### config.mk
export PLATFORM = sky130hd
export DESIGN_NAME = reg_file_2r1w
export DESIGN_NICKNAME = d
export VERILOG_FILES = /design/src/rtl/lc3_pkg.sv /design/src/rtl/nzp_gen.sv /design/src/rtl/reg_file_2r1w.sv
export SDC_FILE = /design/constraint.sdc
export NUM_CORES = 1
export LEC_CHECK = 0
export ABC_AREA = 0
export BUFFER_PORTS_ARGS = -buffer_cell sky130_fd_sc_hd__buf_2
export CORE_MARGIN = 5
export CORE_UTILIZATION = 26
export CTS_BUF_LIST = sky130_fd_sc_hd__clkbuf_8
export DETAILED_ROUTE_END_ITERATION = 8
export PLACE_DENSITY_LB_ADDON = 0.1
export SLEW_MARGIN = 5
export SYNTH_ARGS = -nofsm -noshare
export SYNTH_HDL_FRONTEND = slang
export SYNTH_SLANG_ARGS = --single-unit
### constraint.sdc
create_clock -name clk -period 2.97 [get_ports clk]
set_clock_uncertainty 0.1 [all_clocks]
set_input_delay 0.594 -clock clk [delete_from_list [all_inputs] [get_ports clk]]
set_output_delay 0.594 -clock clk [all_outputs]
set_load 0.01 [all_outputs]
### src/rtl/lc3_pkg.sv
// lc3_pkg: shared LC-3 datapath widths, NZP condition-code encodings and cc type
package lc3_pkg;
  localparam int LC3_DATA_W = 16;
  localparam int LC3_NUM_REGS = 8;
  typedef logic [2:0] cc_t;
  localparam cc_t CC_N = 3'b100;
  localparam cc_t CC_Z = 3'b010;
  localparam cc_t CC_P = 3'b001;
endpackage

### src/rtl/nzp_gen.sv
// nzp_gen: combinational NZP classifier of a two's-complement word
// Ports: data (DATA_W) in; nzp {N,Z,P} out, exactly one bit set.
module nzp_gen
  import lc3_pkg::*;
#(
  parameter int DATA_W = LC3_DATA_W
) (
  input  logic [DATA_W-1:0] data,
  output cc_t               nzp
);
  assign nzp = data[DATA_W-1] ? CC_N : (data == '0) ? CC_Z : CC_P;
endmodule

### src/rtl/reg_file_2r1w.sv
// reg_file_2r1w: LC-3 register file with one sync write port, two comb read ports and NZP register
// Ports: clk, rst_n (async active-low); wr_en/wr_addr/wr_data write port;
//        ld_cc loads cc_nzp from wr_data; rd_addr_a/rd_data_a and
//        rd_addr_b/rd_data_b combinational read ports; cc_nzp registered {N,Z,P}.
module reg_file_2r1w
  import lc3_pkg::*;
#(
  parameter int                DATA_W    = LC3_DATA_W,
  parameter int                NUM_REGS  = LC3_NUM_REGS,
  parameter bit                BYPASS    = 1'b1,
  parameter logic [DATA_W-1:0] RESET_VAL = '0,
  localparam int               ADDR_W    = $clog2(NUM_REGS)
) (
  input  logic              clk,
  input  logic              rst_n,
  input  logic              wr_en,
  input  logic [ADDR_W-1:0] wr_addr,
  input  logic [DATA_W-1:0] wr_data,
  input  logic              ld_cc,
  input  logic [ADDR_W-1:0] rd_addr_a,
  output logic [DATA_W-1:0] rd_data_a,
  input  logic [ADDR_W-1:0] rd_addr_b,
  output logic [DATA_W-1:0] rd_data_b,
  output cc_t               cc_nzp
);
  logic [DATA_W-1:0] regs [NUM_REGS];
  cc_t cc_next;
  logic wr_ok, ok_a, ok_b;
  // Addresses past NUM_REGS exist only when NUM_REGS is not a power of two.
  assign wr_ok = int'(wr_addr) < NUM_REGS;
  assign ok_a = int'(rd_addr_a) < NUM_REGS;
  assign ok_b = int'(rd_addr_b) < NUM_REGS;
  always_ff @(posedge clk or negedge rst_n) begin
    if (!rst_n) begin
      for (int i = 0; i < NUM_REGS; i++) regs[i] <= RESET_VAL;
    end else if (wr_en && wr_ok) begin
      regs[wr_addr] <= wr_data;
    end
  end
  // Out-of-range reads return 0 even when the address matches a (dropped) write.
  assign rd_data_a = !ok_a ? '0 : (BYPASS && wr_en && rd_addr_a == wr_addr) ? wr_data : regs[rd_addr_a];
  assign rd_data_b = !ok_b ? '0 : (BYPASS && wr_en && rd_addr_b == wr_addr) ? wr_data : regs[rd_addr_b];
  nzp_gen #(.DATA_W(DATA_W)) u_nzp (
    .data(wr_data),
    .nzp (cc_next)
  );
  always_ff @(posedge clk or negedge rst_n) begin
    if (!rst_n) cc_nzp <= CC_Z;
    else if (ld_cc) cc_nzp <= cc_next;
  end
endmodule
==> out/metrics.yaml <==
fillers: 2907
start_util_pct: 26.1
max_stage_delay_ps: 590
ys_types: 20
post-route-period-util_pct: 98.7
hold_violations: 0
power.leakage_nw: 3.94
drt_iter0_drc: 249
final_cell_mix: "mux2_2, dfrtp_1, mux4_1, buf_2, buf_4"
worstHoldPathType: "in2reg"
clkTransAtPathRegs_ps: 80
netlist_area_mm2: 0.00767
io_buffer_count: 63
p_seq_share_pct: 41.2
crit_slowest_cell: "mux4_1"
layout_commonest_cell: "mux2_2"
clockRootBuffer: "clkbuf_8"
p_comb_share_pct: 26.5
dp_hpwl_um: 14700
clk_path_buf_depth: 2
status: "finished clean"
drive_gt1_share_pct: 60.8
rsz0062_at_grt: "yes"
place.gp.congestion: 0.701
ir_drop_mv: 0.272
endpoint_kind: "primary output"
grt_pass1_vias: 5156
cap_violations: 0
crit_fanout: 6
fp.dieW_um: 182
ant_nets: 0
htree_levels: 4
startpoint_type: "input port"
die_h_um: 182
synth_nets: 494
drt-wirelength-per-cell_um: 24.0
finalSetupViolCount: 0
cts_made_buffers: 17
p_sw_mw: 1.60
post-place-ws_ps: -31.9
internal-power_mw: 4.33
swShare_pct: 27.0
dr.pass1.iters: 5
dp_cells: 904
wirelength_um: 22500
synth_top_area_share_pct: 42.4
maxSlewViolCount: 0
synth_top_area_cell: "dfrtp_1"
fin_cells: 938
whs_ps: 299
relSlewSlack_pct: 67.5
min_period_ps: 2930
clock_latency_ps: 440
via_per_inst: 4.94
die-area_mm2: 0.0331
diodes: 0
pwr_density_cell_mw_per_mm2: 649
core-area_mm2: 0.0294
syn2layout_area_growth_pct: 19.1
syn_area_per_cell_um2: 16.5
worstMarginPinSlew_ps: 485
nets: 564
worstPathCellList: "buf_6 > buf_4 > mux4_1 > mux2_2 > mux2_2 > buf_2"
grt_max_degree: 47
ys.warnings.count: 0
synthTopCellsByArea: "dfrtp_1, mux2_2, mux4_1, mux2_4, buf_6"
antenna_found_initial: 0
seq_area_frac_synth_pct: 42.7
grtUsageTotal_pct: 13.8
worstPathRequired_ps: 2280
clock-sinks: 131
drc: 0
grt_overflow: 0
criticalPathCategory: "in2out"
max_freq_mhz: 341
crit_top_cell: "mux2_2"
netlist_instances: 465
worst_slack_ps: 38.4
p_clk_share_pct: 32.3
post-route-util_pct: 31.1
pin_count: 64
num_vias: 4636
grt_first_pass_wirelength_um: 33700
cp_data_arrival_time_ps: 2240
row_count: 63
cts_tree: "built"
post_cts_buffers: 0
ys_ff_latch: 131
power_mw: 5.93
[state kept, by name, summed over array words and instances, names as in the netlist]
signal,flops
regs,128
cc_nzp,3
[what timing repair did]
item                       CTS  global route
hold endpoints to repair    11             0
setup endpoints to repair    3             8
resized for setup            3             5
hold buffers                 1             0
gates cloned                 1             0
[routing by layer]
layer / track usage [%] / share of wire (%) / up-vias
li1: - / - / 2001
met1: 19.2 / 47 / 2509
met2: 22.4 / 48 / 112
met3: 2.86 / 4.0 / 14
met4: 2.85 / 0.85 / 0
met5: 0 / 0 / -
[cell usage after synthesis]
cell type	number
o22ai_1	1
xnor2_1	6
nand4_1	3
mux4_1	64
mux2_2	183
nor3_2	2
clkbuf_1	25
nand4b_1	3
nand2_1	1
dfrtp_1	130
inv_1	1
nand2b_1	2
mux2_4	11
buf_6	9
nor3b_2	2
dfstp_2	1
nor4_1	4
and4_1	1
buf_4	4
buf_2	12
[critical path: cells and delay by family]
kind	cells	cell delay [ps]
buffers and inverters	3	490
multiplexers	3	1140
[final timing paths]
path                       cells past startpoint  slack, ps         start           end
setup / recovery                               6         40  rd_addr_a[0]  rd_data_a[4]
hold / removal                                 2        300         ld_cc     cc_nzp[0]
setup reg to reg                               1       2070      regs[19]      regs[19]
hold reg to reg                                1        420     cc_nzp[2]     cc_nzp[2]
max in group asynchronous                      3       1710         rst_n     cc_nzp[1]
min in group asynchronous                      2        490         rst_n      regs[30]
[power by group through the flow]
stage                     Clock (mW)  Combinational (mW)  Sequential (mW)
after floorplan                    0                1.16             2.36
after global routing            2.05                1.70             2.50
after CTS                       1.98                1.61             2.44
after global placement             0                1.57             2.45
after detailed placement           0                1.59             2.47
final                           1.92                1.57             2.44
[per-stage QoR]
step / setup TNS, ps / instance area (um2)
6_report: 0 / 9140
5_1_grt: -9.72 / 9140
4_1_cts: 0 / 9140
3_5_place_dp: -37.6 / 8600
3_3_place_gp: -16.2 / 8600
2_1_floorplan: 0 / 7670
[cell type report]
type	instances	area [um2]	share of cell area, %
clock inverter	15	262	2.86
timing repair buffer	101	752	8.23
multi-input combinational	283	4120	45.1
sequential	131	3280	35.9
clock buffer	17	234	2.56
inverter	1	3.75	0.0411
tap	390	488	5.34
[kinds of logic (layout without fill, tap and decap cells)]
logic type | count (synthesis) | in the layout | share of synthesized area, %
compound gates | 1 | 1 | 0.0816
buf+inv | 51 | 134 | 3.77
xor+xnor | 6 | 6 | 0.685
mux | 258 | 258 | 50.9
flops | 131 | 131 | 42.7
simple gates | 18 | 18 | 1.83
No activity file was read; power rests on OpenSTA's default activity.
